===== src/rtl/alu_logic_pkg.sv =====
// Shared definitions for the ALU logic-unit driver and anything that needs
// a reference model of the logic unit.
//   - OP_* : 4-bit op codes of the unit's 16-entry encoding
//   - state_t : driver FSM states
//   - logic_eval : reference result of one op (operands zero-extended to MAX_W)
package alu_logic_pkg;

  // Widest operand logic_eval can model; callers cast in and truncate out.
  localparam int unsigned MAX_W = 64;

  localparam logic [3:0] OP_ZERO    = 4'b0000;
  localparam logic [3:0] OP_NOR     = 4'b0001;
  localparam logic [3:0] OP_A_NB    = 4'b0010;
  localparam logic [3:0] OP_NB      = 4'b0011;
  localparam logic [3:0] OP_NA_B    = 4'b0100;
  localparam logic [3:0] OP_NA      = 4'b0101;
  localparam logic [3:0] OP_XOR     = 4'b0110;
  localparam logic [3:0] OP_NAND    = 4'b0111;
  localparam logic [3:0] OP_AND     = 4'b1000;
  localparam logic [3:0] OP_XNOR    = 4'b1001;
  localparam logic [3:0] OP_A       = 4'b1010;
  localparam logic [3:0] OP_A_OR_NB = 4'b1011;
  localparam logic [3:0] OP_B       = 4'b1100;
  localparam logic [3:0] OP_NA_OR_B = 4'b1101;
  localparam logic [3:0] OP_OR      = 4'b1110;
  localparam logic [3:0] OP_ONES    = 4'b1111;

  typedef enum logic [1:0] {
    ST_IDLE,
    ST_WAIT,
    ST_RESP
  } state_t;

  function automatic logic [MAX_W-1:0] logic_eval(
    input logic [3:0]       op,
    input logic [MAX_W-1:0] a,
    input logic [MAX_W-1:0] b
  );
    logic [MAX_W-1:0] r;
    r = '0;
    case (op)
      OP_ZERO:    r = '0;
      OP_NOR:     r = ~(a | b);
      OP_A_NB:    r = a & ~b;
      OP_NB:      r = ~b;
      OP_NA_B:    r = ~a & b;
      OP_NA:      r = ~a;
      OP_XOR:     r = a ^ b;
      OP_NAND:    r = ~(a & b);
      OP_AND:     r = a & b;
      OP_XNOR:    r = ~(a ^ b);
      OP_A:       r = a;
      OP_A_OR_NB: r = a | ~b;
      OP_B:       r = b;
      OP_NA_OR_B: r = ~a | b;
      OP_OR:      r = a | b;
      OP_ONES:    r = '1;
      default:    r = '0;
    endcase
    return r;
  endfunction

endpackage


===== src/rtl/alu_logic_driver.sv =====
// Initiator for the ALU logic unit. Accepts one op over req_valid/req_ready,
// drives the unit, waits out its latency, captures its output and returns it
// with zero/negative/mismatch flags over rsp_valid/rsp_ready.
//   clk, rst_n             : clock, asynchronous active-low reset
//   req_valid/req_ready    : request handshake (req_ready registered, IDLE only)
//   req_op, req_a, req_b   : op code and operands
//   logic_op/lhs/rhs       : driven to the unit, held from accept to next accept
//   logic_out              : unit result
//   rsp_valid/rsp_ready    : response handshake
//   rsp_data               : captured logic_out
//   rsp_zero/neg/mismatch  : data==0, data MSB, data differs from reference
module alu_logic_driver
  import alu_logic_pkg::*;
#(
  parameter int unsigned WIDTH   = 8,
  parameter int unsigned LATENCY = 1
) (
  input  logic             clk,
  input  logic             rst_n,
  input  logic             req_valid,
  output logic             req_ready,
  input  logic [3:0]       req_op,
  input  logic [WIDTH-1:0] req_a,
  input  logic [WIDTH-1:0] req_b,
  output logic [3:0]       logic_op,
  output logic [WIDTH-1:0] logic_lhs,
  output logic [WIDTH-1:0] logic_rhs,
  input  logic [WIDTH-1:0] logic_out,
  output logic             rsp_valid,
  input  logic             rsp_ready,
  output logic [WIDTH-1:0] rsp_data,
  output logic             rsp_zero,
  output logic             rsp_neg,
  output logic             rsp_mismatch
);

  localparam int unsigned CW = (LATENCY < 1) ? 1 : $clog2(LATENCY + 1);

  state_t           state, state_nxt;
  logic [CW-1:0]    cnt;
  logic [WIDTH-1:0] expected;
  logic             accept;
  logic             cnt_done;

  assign accept   = req_valid && req_ready;
  assign cnt_done = (cnt == '0);

  always_ff @(posedge clk or negedge rst_n) begin
    if (!rst_n) state <= ST_IDLE;
    else        state <= state_nxt;
  end

  always_comb begin
    state_nxt = state;
    case (state)
      ST_IDLE: if (accept)    state_nxt = ST_WAIT;
      ST_WAIT: if (cnt_done)  state_nxt = ST_RESP;
      ST_RESP: if (rsp_ready) state_nxt = ST_IDLE;
      default:                state_nxt = ST_IDLE;
    endcase
  end

  always_ff @(posedge clk or negedge rst_n) begin
    if (!rst_n) begin
      req_ready    <= 1'b0;
      logic_op     <= 4'b0000;
      logic_lhs    <= '0;
      logic_rhs    <= '0;
      rsp_valid    <= 1'b0;
      rsp_data     <= '0;
      rsp_zero     <= 1'b0;
      rsp_neg      <= 1'b0;
      rsp_mismatch <= 1'b0;
      cnt          <= '0;
      expected     <= '0;
    end else begin
      case (state)
        ST_IDLE: begin
          if (accept) begin
            logic_op  <= req_op;
            logic_lhs <= req_a;
            logic_rhs <= req_b;
            expected  <= WIDTH'(logic_eval(req_op, MAX_W'(req_a), MAX_W'(req_b)));
            cnt       <= CW'(LATENCY);
            req_ready <= 1'b0;
          end else begin
            req_ready <= 1'b1;
          end
        end
        // The unit's out changes on edge E0+LATENCY, so it is only safely
        // sampled one edge later: count LATENCY down, capture on the edge
        // that sees zero.
        ST_WAIT: begin
          if (cnt_done) begin
            rsp_data     <= logic_out;
            rsp_zero     <= (logic_out == '0);
            rsp_neg      <= logic_out[WIDTH-1];
            rsp_mismatch <= (logic_out != expected);
            rsp_valid    <= 1'b1;
          end else begin
            cnt <= cnt - CW'(1);
          end
        end
        ST_RESP: begin
          if (rsp_ready) begin
            rsp_valid <= 1'b0;
            req_ready <= 1'b1;
          end
        end
        default: ;
      endcase
    end
  end

endmodule


===== config.mk =====
export PLATFORM = sky130hd
export DESIGN_NAME = alu_logic_driver
export DESIGN_NICKNAME = d
export VERILOG_FILES = /design/src/rtl/alu_logic_pkg.sv /design/src/rtl/alu_logic_driver.sv
export SDC_FILE = /design/constraint.sdc
export NUM_CORES = 1
export LEC_CHECK = 0
export ABC_AREA = 0
export BUFFER_PORTS_ARGS = -buffer_cell sky130_fd_sc_hd__buf_2
export CORE_MARGIN = 2
export CORE_UTILIZATION = 56
export CTS_CLUSTER_SIZE = 20
export DETAILED_ROUTE_END_ITERATION = 16
export PLACE_DENSITY = 0.91
export SLEW_MARGIN = 20
export SYNTH_ARGS = -nofsm -noshare
export SYNTH_HDL_FRONTEND = slang
export SYNTH_SLANG_ARGS = --single-unit

===== constraint.sdc =====
create_clock -name clk -period 2.1 [get_ports clk]
set_clock_uncertainty 0.2 [all_clocks]
set_input_delay 0.105 -clock clk [delete_from_list [all_inputs] [get_ports clk]]
set_output_delay 0.105 -clock clk [all_outputs]
set_load 0.01 [all_outputs]

== After elaboration in Yosys (flattened, before gate mapping) ==
Cells that the tools add are included.

* Register bits after elaboration: 44
* Bits in latches: 0
* Bits in writable memories: 0
* Memory bits (read-only): 0
* Bits of input ports: 32
* Output and inout bits: 33
* Memories kept: 0

* $add $sub $neg: 1
* $mul: 0
* Divide/modulo/power cells: 0
* Magnitude comparators: 0
* Equality and inequality tests: 21
* Shifts and indexed selects: 0
* Multiplexer cells: 14
* Bitwise gates (word level): 13
* Reductions and logical operators: 13

{| class="wikitable"
|+ Operators by type and width
! cell !! number
|-
| 8-bit one-hot mux with 16 select lines || 1
|-
| 8-bit inverter || 5
|-
| 4-bit == test (second input constant) || 8
|-
| 8-bit AND || 3
|-
| 8-bit bitwise OR || 3
|-
| 4-bit by 3-bit == test with 1-bit output (second input constant) || 4
|-
| 4-bit by 2-bit == test with 1-bit output (second input constant) || 2
|-
| 8-bit zero test || 1
|-
| 8-bit inequality test || 1
|-
| 2-bit AND reduction || 4
|-
| 8-bit XOR || 1
|-
| 1-bit 2-to-1 mux || 6
|-
| 2-bit 2-to-1 mux || 3
|-
| 2-bit inequality test (second input constant) || 3
|-
| 1-bit one-hot mux with 2 select lines || 3
|-
| 2-bit one-hot mux with 3 select lines || 1
|-
| 3-bit AND reduction || 2
|-
| 2-bit nonzero test || 3
|-
| 4-bit by 1-bit == test with 1-bit output (second input constant) || 1
|-
| 4-bit zero test || 1
|-
| 2-bit by 1-bit == test with 1-bit output (second input constant) || 1
|-
| 2-bit == test (second input constant) || 1
|-
| 2-bit zero test || 1
|-
| 1-bit logical AND || 1
|-
| other kinds (2) || 2
|}

== Logic depth before layout (Yosys ltp) ==
Gate-level depths: netlist of the first run.

* Depth in word-level cells: 3
* Mapped depth: 7

== Worst setup path after synthesis of the first run ==
OpenSTA, ideal clock, no wires.

* Path type: flip-flop to flip-flop
* Start: register state[1]
* End: register rsp_data[2]
* Setup time: 125 ps
* Data arrival time: 1330 ps
* Required time: 1775 ps
* Setup slack: 445 ps
* Cell stages (with the launch flop): 5
* Buffers on the path: 1
* Period minus slack after synthesis: 1655 ps
* Path through: dfrtp_1 > nand2b_1 > nor2_1 > buf_2 > mux2_2

* Cells in the longest elaborated chain, start to end: 2

{| class="wikitable"
|+ Ends and longest elaborated chain
! element !! line !! RTL
|-
| start: declaration || alu_logic_driver.sv:39 || <nowiki>state_t state, state_nxt;</nowiki>
|-
| start signal: assignment || alu_logic_driver.sv:50 || <nowiki>else state <= state_nxt;</nowiki>
|-
| 2-bit by 1-bit == test with 1-bit output || alu_logic_driver.sv:77 || <nowiki>case (state)</nowiki>
|-
| 2-bit AND reduction (no source line) || n/a ||
|-
| end signal: assignment || alu_logic_driver.sv:95 || <nowiki>rsp_data <= logic_out;</nowiki>
|-
| end: declaration || alu_logic_driver.sv:31 || <nowiki>output logic [WIDTH-1:0] rsp_data,</nowiki>
|}

No other way between the ends.
A chain may end at the register's enable or synchronous reset.

== Worst setup path in the final report of the first run ==
* Start: input port req_b[3]
* End: register expected[3]

* Cells in the longest elaborated chain, start to end: 3

{| class="wikitable"
|+ Ends and longest elaborated chain
! element !! line !! RTL
|-
| start: declaration || alu_logic_driver.sv:24 || <nowiki>input logic [WIDTH-1:0] req_b,</nowiki>
|-
| 8-bit inverter, or another cell as far along || alu_logic_pkg.sv:44, alu_logic_pkg.sv:45, alu_logic_pkg.sv:53 ||
|-
| 8-bit bitwise OR, or another cell as far along || alu_logic_pkg.sv:53 || <nowiki>OP_A_OR_NB: r = a | ~b;</nowiki>
|-
| 8-bit one-hot mux with 16 select lines * || alu_logic_pkg.sv:41 || <nowiki>case (op)</nowiki>
|-
| end signal: assignment || alu_logic_driver.sv:83 || <nowiki>expected <= WIDTH'(logic_eval(req_op, MAX_W'(req_a), MAX_W'(req_b)));</nowiki>
|-
| end: declaration || alu_logic_driver.sv:41 || <nowiki>logic [WIDTH-1:0] expected;</nowiki>
|}

Every way passes the cells marked *; elsewhere a longest branch is shown, timed or not.

==> results.ini, run 1 <==
[status]
status=complete, but fails checks
violations=hold timing

[critical_path]
cp-startpoint=req_b[3]
r2r_cells=5
endpoint_kind=flop
rr_startpoint=state[0]$_DFFE_PN0P_
path_common_cell=inv_1
reg2reg_to=expected[0]$_DFFE_PN0P_
startpoint_type=input port
cp_max_fo=5
worstPathRequired_ps=2090
crit_slowest_cell=dlygate4sd3_1
regToRegSetupSlack_ps=200
critPathKind=input port to flop
worstPathCellList=dlygate4sd3_1 > buf_4 > inv_1 > ha_1 > inv_1 > o2bb2ai_1 > a32o_1 > a2111oi_2 > o21ai_1
critPathArrivalTime_ps=1970
max_stage_delay_ps=540

[synthesis]
synth_adder_area_share_pct=12.0
netlist_instances=380
synth_flop_cell=dfrtp_1
synthTopCellsByArea=dfrtp_1 32%, ha_1 12%, nand2_1 5.4%
async_flop_share_pct=100
netlist-cell-type-count=54
synth_top_family_by_area=compound AO/OA/AOI/OAI gates
synth_edf_count=0
synth.yosys.seq_area_share_pct=32.2
synth_compound_area_share_pct=23.1
yosys.area.top_type_share_pct=32.2
synthSimpleGateAreaFrac_pct=16.0
muxShareOfSynthArea_pct=6.90
syn_nets=444
synth_largest_area_cell=dfrtp_1
synth_xor_area_share_pct=2.10
syn_area_um2=3340
ys_seq_elements=43
ys_warn_count=0
avgSynthCellArea_um2=8.78

[placement]
detailed_place_hpwl_um=6700
gp_congestion=0.987
preCtsSetupSlack_ps=234
port_buffers=64

[route]
first_iter_violations=354
ant_nets=0
vias=3323
drc=0
vias_per_cell=6.14
drt-total-wl_um=9440
drtPass1Iterations=8
wl_per_cell_um=17.5

[die]
die_h_um=81.2
die-area_um2=6590
rows=28
dieWidth_um=81.2
coreArea_um2=5850
ioPinCount=65
initial_utilization_pct=57.0

[clock_tree]
cts_tree=done
clock_tree.buffer_depth=2
cts_sinks=43
clk_latency_ps=310
cts_inserted_buffers=5
h-tree-depth=2
clk_pin_slew_ps=80
root_buffer=clkbuf_8

[global_route]
grt_pass1_vias=3152
grt_max_degree=44
grt_use_total_pct=29.4
overflow=0
antenna_found_initial=0
grt_first_pass_wirelength_um=15000

[layout]
nNetsFinal=529
n_antenna_cell=0
final_cell_mix=63 x buf_2, 48 x nand2_1, 43 x dfrtp_1, 32 x o21ai_0, 32 x ha_1
drive_above_1_share_pct=22.7
final_common_cell=buf_2
area_growth_pct=21.3

[worst_hold_path]
min_path_cells=3
whs_endpoint=logic_rhs[5]$_DFFE_PN0P_
worstHoldStart=req_b[5]
hold_class=input port to flop

[sta]
finalSetupViolations=0
post-route-period-util_pct=94.3
fin_tns_setup_ps=0
fin_ws_ps=119
rsz0062_at_grt=false
fmax_mhz=505
relSlewSlack_pct=62.6
hold_violations=1
drv_slew=0
tightest_slew_ps=561
fin_crit_ps=1980
hold_ws_ps=-3.07

[power]
p_per_area_nw_per_um2=876
max-vdd-ir-drop_v=0.000499
cellLeakagePower_uw=0.00197

[run]
maxCapViolations=0

## per-stage QoR
stage          cells  cell area, um^2  power, uW  hold slack [ps]  utilization (%)
4_1_cts          541             4040       3540             2.18             69.0
3_3_place_gp     511             3730       2900             5.93             63.8
2_1_floorplan    380             3340       2370             -391                -
5_1_grt          541             4050       3790             18.9             69.2
3_5_place_dp     511             3730       2980             20.2             63.8
6_report         541             4050       3550            -3.07             69.2
## worst max-delay path, delay by kind of cell
family	cells	cell delay, ps
fa+ha+maj	1	180
buf+inv	4	820
compound gates	4	860
## Yosys cell counts, drive strengths merged (2+ instances only)
library cell / number
nor2b: 10
mux2: 8
mux2i: 14
a31oi: 2
o21ai: 34
nor3: 9
nor4: 4
a211oi: 2
dfrtp: 43
o32ai: 4
ha: 32
nand2: 48
a311oi: 2
inv: 26
a32oi: 4
buf: 22
a32o: 2
o211ai: 3
a2bb2oi: 2
clkbuf: 2
a22o: 2
o22ai: 6
o211a: 2
a22oi: 6
nand3: 6
nand2b: 8
o31ai: 7
a21oi: 19
o2111ai: 2
and3: 4
xor2: 8
o2bb2ai: 4
a21o: 3
nor2: 16
a221oi: 2
## state kept, by name, summed over array words and instances, names as in the netlist
name,count
rsp_valid,1
logic_op,4
rsp_zero,1
logic_lhs,8
logic_rhs,8
cnt,1
req_ready,1
rsp_data,8
expected,8
state,2
rsp_mismatch,1
## logic make-up (layout without fill, tap and decap cells)
kind of cell | count (synthesis) | count (layout)
buf+inv | 51 | 137
compound gates | 114 | 114
xor+xnor | 8 | 8
mux | 22 | 22
flops | 43 | 43
fa+ha+maj | 32 | 32
simple gates | 110 | 110
## cell type report
class | count | area, um^2
fill | 465 | 1800
clock inverter | 2 | 12.5
tap | 75 | 93.8
inverter | 27 | 101
clock buffer | 6 | 72.6
sequential | 43 | 1080
multi-input combinational | 286 | 2020
timing repair buffer | 102 | 676
## how the worst max path moves through the flow
stage,to,slack [ps],cells past startpoint
after floorplan,rsp_data[2]$_DFFE_PN0P_,440,4
after global placement,expected[3]$_DFFE_PN0P_,240,6
after detailed placement,expected[3]$_DFFE_PN0P_,230,6
after CTS,expected[2]$_DFFE_PN0P_,110,9
after global routing,expected[2]$_DFFE_PN0P_,4,9
final,expected[3]$_DFFE_PN0P_,120,9
## timing repair
action                                  CTS  global route
endpoints found under the setup margin    0             3
hold buffers                             22             0
buffers inserted                          0             0
hold endpoints to repair                 67             0
resized for setup                         0             4
## where the power goes
part / leakage (uW) / switching (uW) / internal, uW
clock network: 0.0000412 / 308 / 233
logic: 0.00140 / 882 / 696
registers: 0.000527 / 230 / 1200
total: 0.00197 / 1420 / 2130
## per-layer routing
layer | track usage [%] | vias up | share of wire, %
met1 | 37.7 | 1557 | 40
li1 | - | 1531 | -
met4 | 15.8 | 0 | 4.9
met3 | 4.33 | 54 | 7.6
met2 | 47.9 | 181 | 47
met5 | 0 | - | 0
Note: power is estimated with default switching activity, not from simulation.
==> run 2: changes to the inputs <==
==> constraint.sdc (replaced) <==
create_clock -name clk -period 2 [get_ports clk]
set_clock_uncertainty 0.2 [all_clocks]
set_input_delay 0.1 -clock clk [delete_from_list [all_inputs] [get_ports clk]]
set_output_delay 0.1 -clock clk [all_outputs]
set_load 0.01 [all_outputs]
==> run 2 against run 1 <==
  * The flow now finishes without violations
  * Non-clock buffer count increased by 9
  * Sequential power increased by 6%
  * Die area unchanged
  * Combinational power grew 9%
  * Global-route usage grew 1.0 points
  * Count of clock-buffer cells in the layout grew 1
  * Critical path depth unchanged
  * Final area grew 3.2%
  * Total power rose by 8.8%
  * Critical path type unchanged
==> results.ini, run 2 (same netlist as run 1, synthesis figures left out) <==
[status]
status=finished, final reports clean

[clock_tree]
cts_tree=done
cts_inserted_buffers=5  ; unchanged
clock_tree.buffer_depth=2  ; unchanged
h-tree-depth=2  ; unchanged
cts_sinks=43  ; unchanged
root_buffer=clkbuf_8
clk_pin_slew_ps=80  ; about the same
clk_latency_ps=310  ; about the same

[sta]
post-route-period-util_pct=97.4
hold_violations=0  ; -1
fmax_mhz=513
fin_tns_setup_ps=0  ; unchanged
tightest_slew_ps=523  ; -37.4 ps
relSlewSlack_pct=65.1  ; +2.5 points
fin_ws_ps=51.5  ; -67.4 ps
drv_slew=0  ; unchanged
fin_crit_ps=1950
finalSetupViolations=0  ; unchanged

[power]
max-vdd-ir-drop_v=0.000544  ; +8.9%
cellLeakagePower_uw=0.00204  ; +3.3%
p_clk_share_pct=16.4  ; +1.1 points
p_per_area_nw_per_um2=923  ; +5.4%
internal-power_uw=2330  ; +9.5%
p_comb_share_pct=44.5  ; about the same
totalPowerFinal_uw=3860  ; +8.8%
sw_frac_of_total_pct=39.6  ; -0.40 points
p_switching_uw=1530  ; +7.7%
seqPwrFrac_pct=39.1  ; -1.1 points

[layout]
drive_above_1_share_pct=24.6  ; +1.9 points
stdcell_count=550  ; +1.7%
area_growth_pct=25.2
nNetsFinal=538  ; +1.7%
final_cell_mix=62 x buf_2, 48 x nand2_1, 43 x dfrtp_1, 31 x o21ai_0, 30 x ha_1
postLayoutCellArea_um2=4180  ; +3.2%
n_antenna_cell=0  ; unchanged
final_common_cell=buf_2

[die]
die_h_um=81.2  ; unchanged
die-area_um2=6590  ; unchanged
dieWidth_um=81.2  ; unchanged
ioPinCount=65  ; unchanged
initial_utilization_pct=57.0  ; unchanged
coreArea_um2=5850  ; unchanged
rows=28  ; unchanged

[critical_path]
max_stage_delay_ps=540  ; about the same
regToRegSetupSlack_ps=230  ; +30 ps
path_delay_family=compound AO/OA/AOI/OAI gates
critPathArrivalTime_ps=1940  ; -30 ps
cp-startpoint=req_b[3]
worstPathRequired_ps=1990  ; -100 ps
crit_slowest_cell=dlygate4sd3_1
crit_buf_inv=4  ; unchanged
critPathKind=input port to flop
rr_startpoint=state[0]$_DFFE_PN0P_
endpoint_kind=flop
startpoint_type=input port
worstPathCellList=dlygate4sd3_1 > buf_2 > inv_2 > ha_2 > inv_1 > o2bb2ai_1 > a32o_1 > a2111oi_2 > o21ai_1
cp_max_fo=5  ; unchanged

[route]
first_iter_violations=349  ; -1.4%
vias=3408  ; +2.6%
wl_per_cell_um=17.7  ; +1.5%
vias_per_cell=6.20  ; +0.88%
drtPass1Iterations=6  ; -2
ant_nets=0  ; unchanged
drc=0  ; unchanged
drt-total-wl_um=9740  ; +3.2%

[placement]
numPlacedInstances=517  ; +1.2%
gp_congestion=0.947  ; -4.1%
port_buffers=64  ; unchanged
place_area_um2=3780  ; +1.2%
detailed_place_hpwl_um=6910  ; +3.1%
preCtsSetupSlack_ps=157  ; -76.4 ps

[global_route]
overflow=0  ; unchanged
antenna_found_initial=0  ; unchanged
grt_max_degree=39  ; -11%
grt_use_total_pct=30.4  ; +1.0 points
grt_first_pass_wirelength_um=15500  ; +3.5%
grt_pass1_vias=3247  ; +3.0%

[run]
maxCapViolations=0  ; unchanged

[worst_hold_path]
hold_class=input port to flop
worstHoldStart=req_a[1]

[run 2: cell types whose count changed in the layout (fill, tap and decap cells not counted), sizes merged]
cell          delta
buf              +7
dlymetal6s4s     +2
clkbuf           +1
clkinv           -1
[run 2: layout make-up]
| class | instances | area [um^2] |
|---|---|---|
| inverter | 27 | 106 |
| tap | 75 | 93.8 |
| sequential | 43 | 1080 |
| clock inverter | 1 | 7.51 |
| multi-input combinational | 286 | 2040 |
| clock buffer | 7 | 96.3 |
| timing repair buffer | 111 | 763 |
| fill | 417 | 1670 |
[run 2: final timing paths]
kind | depth (start not counted) | end
max | 9 | expected[3]$_DFFE_PN0P_
min | 3 | logic_lhs[1]$_DFFE_PN0P_
max reg2reg | 5 | expected[0]$_DFFE_PN0P_
min reg2reg | 2 | logic_op[2]$_DFFE_PN0P_
max in group asynchronous | 3 | logic_lhs[1]$_DFFE_PN0P_
min in group asynchronous | 3 | logic_rhs[5]$_DFFE_PN0P_
[run 2: power by group through the flow]
stage	Combinational [uW]	Sequential (uW)	Clock (uW)
after CTS	1670	1510	634
after global routing	1880	1560	677
after floorplan	865	1630	0
after global placement	1560	1500	0
after detailed placement	1620	1520	0
final	1720	1510	633
[run 2: stage by stage]
step,utilization (%),hold slack [ps]
floorplan,-,-396
global placement,64.6,-265
detailed placement,64.6,-262
CTS,70.5,27.5
global route,71.4,38.9
finish,71.4,15.5
[run 2: worst register-to-register path, delay by kind of cell (launching register included)]
kind               cells  cell delay (ps)
AOI/OAI and AO/OA      3              500
DFF                    1              450
and+or+nand+nor        2              500
[run 2: routing by layer]
layer	wire length, um	up-vias	GRT usage (%)
met5	0	-	0
met1	4050	1613	40.6
met3	779	36	5.11
met4	350	0	16.4
li1	-	1558	-
met2	4560	201	47.2
[run 2: repair_timing]
action / CTS / global route
endpoints found under the hold margin: 68 / 0
hold buffers: 24 / 0
resized for setup: 0 / 16
endpoints found under the setup margin: 0 / 3
buffers inserted: 0 / 1
